==> src/rtl/bin2display_pkg.sv <==
// Shared constants, state encoding and nibble decode for the sequential
// binary-to-seven-segment driver.
package bin2display_pkg;

  // Active-low segment patterns, bit 6 = g ... bit 0 = a.
  localparam logic [6:0] SEG_0     = 7'b1000000;
  localparam logic [6:0] SEG_1     = 7'b1111001;
  localparam logic [6:0] SEG_2     = 7'b0100100;
  localparam logic [6:0] SEG_3     = 7'b0110000;
  localparam logic [6:0] SEG_4     = 7'b0011001;
  localparam logic [6:0] SEG_5     = 7'b0010010;
  localparam logic [6:0] SEG_6     = 7'b0000010;
  localparam logic [6:0] SEG_7     = 7'b1111000;
  localparam logic [6:0] SEG_8     = 7'b0000000;
  localparam logic [6:0] SEG_9     = 7'b0011000;
  localparam logic [6:0] SEG_BLANK = 7'b1111111;
  localparam logic [6:0] SEG_DASH  = 7'b0111111;

  typedef enum logic [1:0] {
    IDLE  = 2'd0,
    SHIFT = 2'd1,
    LOAD  = 2'd2
  } state_e;

  function automatic logic [6:0] seg_decode(input logic [3:0] nibble);
    case (nibble)
      4'd0:    return SEG_0;
      4'd1:    return SEG_1;
      4'd2:    return SEG_2;
      4'd3:    return SEG_3;
      4'd4:    return SEG_4;
      4'd5:    return SEG_5;
      4'd6:    return SEG_6;
      4'd7:    return SEG_7;
      4'd8:    return SEG_8;
      4'd9:    return SEG_9;
      default: return SEG_BLANK;
    endcase
  endfunction

endpackage

==> src/rtl/bin2display_seq_if.sv <==
// Request/result bundle between a score counter (master) and the display
// driver (slave).
interface bin2display_seq_if #(
  parameter int BIN_WIDTH = 10,
  parameter int DIGITS    = 3
);
  logic                   start;
  logic [BIN_WIDTH-1:0]   valor;
  logic                   busy;
  logic                   done;
  logic                   overflow;
  logic [7*DIGITS-1:0]    digitos;

  modport master (output start, valor, input busy, done, overflow, digitos);
  modport slave  (input start, valor, output busy, done, overflow, digitos);
endinterface

==> src/rtl/seg7_digit.sv <==
// One active-low seven-segment digit: BCD nibble plus a blank request.
module seg7_digit
  import bin2display_pkg::*;
(
  input  logic [3:0] nibble_i,
  input  logic       blank_i,
  output logic [6:0] seg_o
);
  assign seg_o = blank_i ? SEG_BLANK : seg_decode(nibble_i);
endmodule

==> src/rtl/bin2display_seq.sv <==
// Iterative double-dabble converter (one bit per clock) driving DIGITS
// active-low seven-segment digits with leading-zero blanking and overflow.
module bin2display_seq
  import bin2display_pkg::*;
#(
  parameter int BIN_WIDTH   = 10,
  parameter int DIGITS      = 3,
  parameter int BLANK_ZEROS = 1
) (
  input  logic             clk,
  input  logic             reset,
  bin2display_seq_if.slave bus
);
  // One guard nibble above the displayed digits catches values >= 10^DIGITS.
  localparam int BCD_W = 4 * (DIGITS + 1);
  localparam int CNT_W = $clog2(BIN_WIDTH + 1);
  localparam logic [CNT_W-1:0] LAST_SHIFT = CNT_W'(BIN_WIDTH - 1);

  state_e                state_q, state_d;
  logic [BIN_WIDTH-1:0]  bin_q, bin_d;
  logic [BCD_W-1:0]      bcd_q, bcd_d;
  logic                  carry_q, carry_d;
  logic [CNT_W-1:0]      cnt_q, cnt_d;
  logic                  overflow_q, overflow_d;
  logic [7*DIGITS-1:0]   digitos_q, digitos_d;

  logic [BCD_W-1:0]      bcd_adj;
  logic [BCD_W-1:0]      bcd_step;
  logic [BIN_WIDTH-1:0]  bin_step;
  logic                  carry_step;
  logic                  ovf_final;
  logic [DIGITS-1:0]     blank;
  logic [7*DIGITS-1:0]   seg_next;

  // Double-dabble step: correct every nibble >= 5, then shift {bcd, bin}.
  always_comb begin
    bcd_adj = bcd_q;
    for (int i = 0; i < DIGITS + 1; i++) begin
      if (bcd_q[4*i +: 4] >= 4'd5) bcd_adj[4*i +: 4] = bcd_q[4*i +: 4] + 4'd3;
    end
  end

  assign bcd_step   = {bcd_adj[BCD_W-2:0], bin_q[BIN_WIDTH-1]};
  assign bin_step   = bin_q << 1;
  assign carry_step = carry_q | bcd_adj[BCD_W-1];
  assign ovf_final  = carry_step | (|bcd_step[BCD_W-1 -: 4]);

  always_comb begin
    logic zero_above;
    blank      = '0;
    zero_above = 1'b1;
    for (int k = DIGITS - 1; k >= 0; k--) begin
      zero_above = zero_above && (bcd_step[4*k +: 4] == 4'd0);
      blank[k]   = (BLANK_ZEROS != 0) && (k != 0) && zero_above;
    end
  end

  for (genvar k = 0; k < DIGITS; k++) begin : g_digit
    seg7_digit u_seg (
      .nibble_i (bcd_step[4*k +: 4]),
      .blank_i  (blank[k]),
      .seg_o    (seg_next[7*k +: 7])
    );
  end

  // NOTE: every signal driven here gets a default first, so no path leaves
  // one unassigned and no latch is inferred.
  always_comb begin
    state_d    = state_q;
    bin_d      = bin_q;
    bcd_d      = bcd_q;
    carry_d    = carry_q;
    cnt_d      = cnt_q;
    overflow_d = overflow_q;
    digitos_d  = digitos_q;
    case (state_q)
      IDLE: begin
        if (bus.start) begin
          bin_d   = bus.valor;
          bcd_d   = '0;
          carry_d = 1'b0;
          cnt_d   = '0;
          state_d = SHIFT;
        end
      end
      SHIFT: begin
        bin_d   = bin_step;
        bcd_d   = bcd_step;
        carry_d = carry_step;
        cnt_d   = cnt_q + CNT_W'(1);
        if (cnt_q == LAST_SHIFT) begin
          overflow_d = ovf_final;
          digitos_d  = ovf_final ? {DIGITS{SEG_DASH}} : seg_next;
          state_d    = LOAD;
        end
      end
      LOAD:    state_d = IDLE;
      default: state_d = IDLE;
    endcase
  end

  // NOTE: state registers use non-blocking assignments so every flop samples
  // pre-edge values regardless of statement order.
  always_ff @(posedge clk) begin
    if (reset) begin
      state_q    <= IDLE;
      bin_q      <= '0;
      bcd_q      <= '0;
      carry_q    <= 1'b0;
      cnt_q      <= '0;
      overflow_q <= 1'b0;
      digitos_q  <= {DIGITS{SEG_BLANK}};
    end else begin
      state_q    <= state_d;
      bin_q      <= bin_d;
      bcd_q      <= bcd_d;
      carry_q    <= carry_d;
      cnt_q      <= cnt_d;
      overflow_q <= overflow_d;
      digitos_q  <= digitos_d;
    end
  end

  assign bus.busy     = (state_q == SHIFT);
  assign bus.done     = (state_q == LOAD);
  assign bus.overflow = overflow_q;
  assign bus.digitos  = digitos_q;

endmodule

==> src/flat_wrapper.sv <==
// flat-port wrapper written by rule: the top's interface ports become plain ports
module bin2display_seq_flat import bin2display_pkg::*;
#(
  parameter int BIN_WIDTH   = 10,
  parameter int DIGITS      = 3,
  parameter int BLANK_ZEROS = 1
)
  (clk, reset, bus_start, bus_valor, bus_busy, bus_done, bus_overflow, bus_digitos);
  bin2display_seq_if #(.BIN_WIDTH(BIN_WIDTH), .DIGITS(DIGITS)) bus_i ();
  input  logic clk;
  input  logic reset;
  input wire logic [$bits(bus_i.start)-1:0] bus_start;
  input wire logic [$bits(bus_i.valor)-1:0] bus_valor;
  output wire logic [$bits(bus_i.busy)-1:0] bus_busy;
  output wire logic [$bits(bus_i.done)-1:0] bus_done;
  output wire logic [$bits(bus_i.overflow)-1:0] bus_overflow;
  output wire logic [$bits(bus_i.digitos)-1:0] bus_digitos;
  assign bus_i.start = bus_start;
  assign bus_i.valor = bus_valor;
  assign bus_busy = bus_i.busy;
  assign bus_done = bus_i.done;
  assign bus_overflow = bus_i.overflow;
  assign bus_digitos = bus_i.digitos;
  bin2display_seq #(.BIN_WIDTH(BIN_WIDTH), .DIGITS(DIGITS), .BLANK_ZEROS(BLANK_ZEROS)) u_core (.clk(clk), .reset(reset), .bus(bus_i));
endmodule
==> config.mk <==
export PLATFORM = sky130hd
export DESIGN_NAME = bin2display_seq_flat
export DESIGN_NICKNAME = d
export VERILOG_FILES = /design/src/rtl/bin2display_pkg.sv /design/src/rtl/bin2display_seq_if.sv /design/src/rtl/seg7_digit.sv /design/src/rtl/bin2display_seq.sv /design/src/flat_wrapper.sv
export SDC_FILE = /design/constraint.sdc
export NUM_CORES = 1
export LEC_CHECK = 0
export ABC_CLOCK_PERIOD_IN_PS = 3000
export BUFFER_PORTS_ARGS = -buffer_cell sky130_fd_sc_hd__buf_2
export CELL_PAD_IN_SITES_DETAIL_PLACEMENT = 2
export CELL_PAD_IN_SITES_GLOBAL_PLACEMENT = 2
export CORE_MARGIN = 2
export CORE_UTILIZATION = 35
export DETAILED_ROUTE_END_ITERATION = 6
export PLACE_DENSITY_LB_ADDON = 0.1
export REMOVE_ABC_BUFFERS = 1
export SLEW_MARGIN = 10
export SYNTH_ARGS = -nofsm -noshare
export SYNTH_HDL_FRONTEND = slang
export SYNTH_HIERARCHICAL = 1
export SYNTH_SLANG_ARGS = --single-unit
export TNS_END_PERCENT = 1
==> constraint.sdc <==
create_clock -name clk -period 3 [get_ports clk]
set_input_delay 0.75 -clock clk [delete_from_list [all_inputs] [get_ports clk]]
set_output_delay 0.75 -clock clk [all_outputs]
set_load 0.03 [all_outputs]
[Yosys cells after proc, flatten, opt, wreduce, memory -nomap -nowiden]
Memories as Yosys holds them, arrays and structs flattened.
Index checks and enable logic that the tools add are counted.
Word-level totals
  flip-flop bits (word level): 55
  bits in read-only memories: 336
  output and inout port bits: 24
  memories kept: 3
Cells by class
  $add $sub $neg: 5
  magnitude comparators: 4
  eq/ne operators: 5
  mux-type cells: 18
  bitwise gates (word level): 2
  reduce and logical (&&, ||, !) cells: 9
Memory list
  (no name shown): depth 16, bits a word 7, rd ports 1, clocked after memory_dff 0, write ports 0, RTL line bin2display_pkg.sv:26  | case (nibble)
  (no name shown): depth 16, bits a word 7, rd ports 1, clocked after memory_dff 0, write ports 0, RTL line bin2display_pkg.sv:26
  (no name shown): depth 16, bits a word 7, rd ports 1, clocked after memory_dff 0, write ports 0, RTL line bin2display_pkg.sv:26
Operators by type and width (number)
  16-bit one-hot mux with 2 select lines: 1
  21-bit two-way mux: 1
  4-bit two-way mux: 5
  10-bit one-hot mux with 2 select lines: 1
  4-bit by 2-bit adder with 4-bit output, second input constant: 4
  4-bit by 3-bit greater-or-equal comparator with 1-bit output, second input constant: 4
  16-bit two-way mux: 1
  7-bit two-way mux: 2
  10-bit two-way mux: 1
  4-bit logical NOT: 2
  4-bit one-hot mux with 2 select lines: 1
  2-bit AND reduction: 3
  4-bit by 1-bit adder with 4-bit output, second input constant: 1
  4-bit == test, second input constant: 1
  2-bit two-way mux: 2
  2-bit one-hot mux with 2 select lines: 1
  4-bit OR reduction: 1
  2-bit by 1-bit == test with 1-bit output, second input constant: 1
  2-bit == test, second input constant: 1
  2-bit logical NOT: 1
  2-bit by 1-bit != test with 1-bit output, second input constant: 1
  2-bit != test, second input constant: 1
  1-bit bitwise OR: 2
  1-bit one-hot mux with 2 select lines: 1
  3 further kinds: 3

[Longest topological paths before layout]
  word-level depth: 6
  gate-level depth with buffers: 12
  mapped depth without buffers: 12

[Modules after synthesis]
Netlist, hierarchy kept.
Modules (own cells, without submodules)
  bin2display_seq: times used 1, cells an instance 332, area an instance 2696.3 um^2
  seg7_digit (u_core.g_digit[0].u_seg ...): times used 2, cells an instance 36, area an instance 236.5 um^2
  seg7_digit (u_core.g_digit[2].u_seg): times used 1, cells an instance 32, area an instance 227.7 um^2

[Least setup slack after synthesis]
OpenSTA, ideal clock, no wires.
  kind: flip-flop to flip-flop
  start point: register u_core.bcd_q[8]
  end point: register u_core.digitos_q[13], in the netlist u_core/bus.digitos[13]
  arrival time: 2.284 ns
  required time: 2.941 ns
  setup slack: 0.657 ns
  stages on the path, launching flop included: 12
  path buffers: 0
  clock period less this slack: 2.343 ns
  path through: dfxtp_1 inv_1 ha_1 nand2_1 o21ai_0 a211o_1 nor4_1 nor2_1 o21ai_1 inv_1 nor2_1 a31o_1
Between the ends
  cells in the longest elaborated chain, start to end: 6
  elaborated cells between the ends (all ways): 9
RTL lines
  start, declared: RTL line bin2display_seq.sv:21  | logic [BCD_W-1:0] bcd_q, bcd_d;
  start signal, assigned: RTL line bin2display_seq.sv:108  | bcd_q <= '0;
  start signal, assigned: RTL line bin2display_seq.sv:116  | bcd_q <= bcd_d;
  4-bit by 2-bit adder with 4-bit output or 4-bit by 3-bit greater-or-equal comparator with 1-bit output (tied branches): RTL line bin2display_seq.sv:39  | if (bcd_q[4*i +: 4] >= 4'd5) bcd_adj[4*i +: 4] = bcd_q[4*i +: 4] + 4'd3;
  4-bit two-way mux *: RTL line bin2display_seq.sv:39
  net u_core.bcd_adj[10]: RTL line bin2display_seq.sv:27  | logic [BCD_W-1:0] bcd_adj;
  4-bit logical NOT *: RTL line bin2display_seq.sv:53  | zero_above = zero_above && (bcd_step[4*k +: 4] == 4'd0);
  1-bit logical AND *: RTL line bin2display_seq.sv:53
  net u_core.blank[1]: RTL line bin2display_seq.sv:32  | logic [DIGITS-1:0] blank;
  7-bit two-way mux *: RTL line seg7_digit.sv:9  | assign seg_o = blank_i ? SEG_BLANK : seg_decode(nibble_i);
  net u_core.seg_next[13]: RTL line bin2display_seq.sv:33  | logic [7*DIGITS-1:0] seg_next;
  21-bit two-way mux *: RTL line bin2display_seq.sv:93  | digitos_d = ovf_final ? {DIGITS{SEG_DASH}} : seg_next;
  end signal, assigned: RTL line bin2display_seq.sv:112  | digitos_q <= {DIGITS{SEG_BLANK}};
  end signal, assigned: RTL line bin2display_seq.sv:120  | digitos_q <= digitos_d;
  end, declared: RTL line bin2display_seq.sv:25  | logic [7*DIGITS-1:0] digitos_q, digitos_d;
Mark *: on every way through the listed nets, which the timed path passes. The rest lies on a longest branch.
A chain may end at the register's enable or synchronous reset.

[Final worst setup path]
  start point: register u_core.bcd_q[0]
  end point: register u_core.digitos_q[10], in the netlist u_core/bus.digitos[10]
Between the ends
  cells in the longest elaborated chain, start to end: 6
  elaborated cells between the ends (all ways): 8
RTL lines (RTL line)
  4-bit by 2-bit adder with 4-bit output or 4-bit by 3-bit greater-or-equal comparator with 1-bit output (tied branches): bin2display_seq.sv:39
  4-bit two-way mux *: bin2display_seq.sv:39
  net u_core.bcd_adj[3]: bin2display_seq.sv:27
  branches (longest 2 deep; another with memory read 16 x 7 bit)
  7-bit two-way mux *: seg7_digit.sv:9
  net u_core.seg_next[10]: bin2display_seq.sv:33
  21-bit two-way mux *: bin2display_seq.sv:93
Mark *: on every way through the listed nets, which the timed path passes.

==> key figures <==
STA
  • Worst slew pin tran: 0.879 ns
  • Final hold violations: 0
  • Hold Slack: 0.497 ns
  • Max-slew violation count: 0
  • Final Cycle Share: 93.4%
  • Setup violations, final: 0
  • Setup ws final: 0.197 ns
  • Clock period minus worst slack: 2.80 ns
  • Maximum clock frequency: 357 MHz
  • Relative slew slack: 41.4%
  • Unrepaired setup endpoints after global routing: true
  • Worst clock skew: 0.0176 ns

Logic synthesis
  • #FFs+latches synth: 55
  • Synth area leader: dfxtp_1
  • Sequential area share after synthesis: 32.4%
  • Mapped Area: 3400 um^2
  • EDFF count, synth: 0
  • Instance count of the mapped netlist: 436
  • Synth area leaders: dfxtp_1 32%, ha_1 9.2%, nor2_1 6.0%
  • Cell variety after synth: 49
  • Yosys warning count: 6
  • Syn Area/Cell: 7.79 um^2
  • Commonest cells in the netlist: 55 x dfxtp_1, 54 x nor2_1, 31 x inv_1
  • Top cell type's share of synthesized area: 32.4%
  • Top FF cell, synth: dfxtp_1
  • Async S/R FF share, synth: 0%
  • Count leader, synth: dfxtp_1

Global routing
  • Initial antenna violation count: 0
  • Vias in the first global route: 3,457
  • Grt total ovfl: 0
  • First-pass GRT wire length: 17.3 mm
  • Largest net degree at the start of global routing: 23
  • Total GRT Usage: 20.6%

Detailed routing
  • Via/cell ratio: 5.39
  • DR pass1 iterations: 4
  • Routed Antenna Nets: 0
  • DRC: 0
  • Initial DRC count: 61
  • Final wirelength: 10.2 mm
  • Vias: 3,238
  • WL/cell: 17.0 um

Finish
  • Area grow syn2layout: 13.2%
  • Layout cell share with drive strength beyond 1: 16.5%
  • Multi-input logic area: 2060 um^2
  • Inserted Diodes: 0
  • Seq. cell area: 1100 um^2
  • Fill cells: 1,121
  • Nets@finish: 509
  • Util after Layout: 41.2%
  • Finished Layout Cells: 601

Clock network
  • H-tree levels: 2
  • # resized after CTS: 0
  • # clock sinks: 55
  • Clock-pin slew on the worst setup and hold paths: 0.11 ns
  • Cts hold-fix bufs: 0
  • Postcts setup bufs: 0
  • CTS tree: built
  • Max clock buf depth: 2
  • Root Driver: clkbuf_8
  • Clock latency on the worst-skew pair: 0.32 ns
  • TritonCTS Buffers: 5

Placement
  • Final Wtd Congestion: 0.771
  • DP HPWL: 7.30 mm
  • DP Worst Slack: 0.258 ns
  • Placed insts: 593
  • Port Buf Inserts: 36

Floorplanning
  • Initial core utilization: 36.4%
  • # IOs: 37
  • Core area: 9330 um^2
  • FP Rows: 35
  • Height of the die: 103 um
  • Die area: 10,500 um^2
  • Die width: 103 um

Worst hold path
  • Hold endpoint: u_core/bus.digitos[9]
  • WHS Path Cells: 2
  • Hold crit path type: reg2reg
  • Min-delay src: u_core/bus.digitos[9]

Critical path
  • Startpoint types: flip-flop
  • WP data required: 3.19 ns
  • Critical path class: reg2reg
  • R2R depth: 12
  • CP arrival: 2.99 ns
  • Worst r2r dst: u_core/bus.digitos[10]
  • Setup crit end kind: flip-flop
  • Reg-to-reg critical path startpoint: u_core/bcd_q[0]
  • Worst-path fanout max: 5
  • Reg2Reg Setup Slack: 0.20 ns

Pwr
  • Pwr per Cell Area: 367 nW/um^2
  • Total power: 1410 uW
  • VDD IR max: 0.000181 V
  • Pleak: 0.00158 uW

Run
  • Maxcap violations: 0

Status
  • Outcome: finished, final reports clean
-- worst max-delay path by stage --
stage                          startpoint                     end  slack [ns]  cells past startpoint
after floorplan           u_core/bcd_q[0]  u_core/bus.digitos[10]        0.64                     12
after detailed placement  u_core/bcd_q[4]  u_core/bus.digitos[10]        0.26                     12
after global routing      u_core/bcd_q[0]   u_core/bus.digitos[9]       -0.01                     12
final                     u_core/bcd_q[0]  u_core/bus.digitos[10]        0.20                     12
after CTS                 u_core/bcd_q[0]  u_core/bus.digitos[10]        0.22                     12
after global placement    u_core/bcd_q[4]  u_core/bus.digitos[10]        0.38                     12
-- power by group --
group | internal, uW | total (uW) | switching [uW]
Clock | 252 | 521 | 268
Sequential | 746 | 767 | 20.5
Combinational | 48.2 | 126 | 77.8
Total | 1050 | 1410 | 367
-- cell type report --
cell class              count  area share (%)
inverters                  32            3.12
multi-input cells         326            53.4
flip-flops and latches     55            28.6
repair buffers             51            7.61
clock inverters             3            1.20
well taps                 129            4.20
clock buffers               5            1.79
-- critical path: stages (launching register included) --
cell and delay, ns:
dfxtp_1 0.47, inv_1 0.10, ha_1 0.24, nand2b_1 0.12, or3b_2 0.50, nand2_1 0.21
inv_1 0.12, ha_1 0.31, nand2b_1 0.06, a21oi_1 0.14, o21ai_1 0.08, nor3_1 0.20
a31oi_1 0.11
-- cells by family (layout without fill, tap and decap cells) --
family	after synthesis	in the layout	share of synthesized area [%]
other cells	1	6	0.110
flops	55	55	32.4
simple gates	146	146	20.6
xor+xnor	4	4	1.03
mux	5	5	1.55
buf+inv	60	91	7.92
fa+ha+maj	25	25	9.21
compound gates	140	140	27.1
-- registers in the layout, summed over array words and instances, names as in the netlist --
| register | cells |
|---|---|
| u_core/bcd_q | 16 |
| u_core/bus.overflow | 1 |
| u_core/carry_q | 1 |
| u_core/bus.digitos | 21 |
| u_core/state_q | 2 |
| u_core/bin_q | 10 |
| u_core/cnt_q | 4 |
-- routing by layer --
layer | share of wire [%] | global-route usage (%) | vias up
met4 | 0.75 | 3.79 | 0
met5 | 0 | 0 | -
met2 | 51 | 37.3 | 35
met3 | 2.1 | 2.51 | 7
met1 | 47 | 26.5 | 1616
li1 | - | - | 1580
-- stage by stage --
step           area (um^2)  TNS [ns]
2_1_floorplan         3270         0
3_3_place_gp          3720         0
3_5_place_dp          3720         0
4_1_cts               3840         0
5_1_grt               3850   -0.0124
6_report              3850         0
-- cells in the final DEF, fill, tap and decap left out, types with 3 or more instances in the layout --
cell type   n
dfxtp_1    55
conb_1      6
a211oi_1    4
buf_2      36
buf_4      15
o21ai_1    15
o21bai_1    6
o21ai_0    26
nor2b_1     6
clkbuf_8    5
o221a_2     3
a21oi_1    25
o21a_1      4
a222oi_1    3
nand2b_1   16
a22o_1     15
inv_1      31
a22oi_1     3
nand2_1    29
nor2_1     53
mux2i_1     3
ha_1       25
nand3_1     3
a31oi_1    19
a21o_1      5
o22ai_1     4
nor3_1     24
Note: power is estimated with default switching activity, not from simulation.
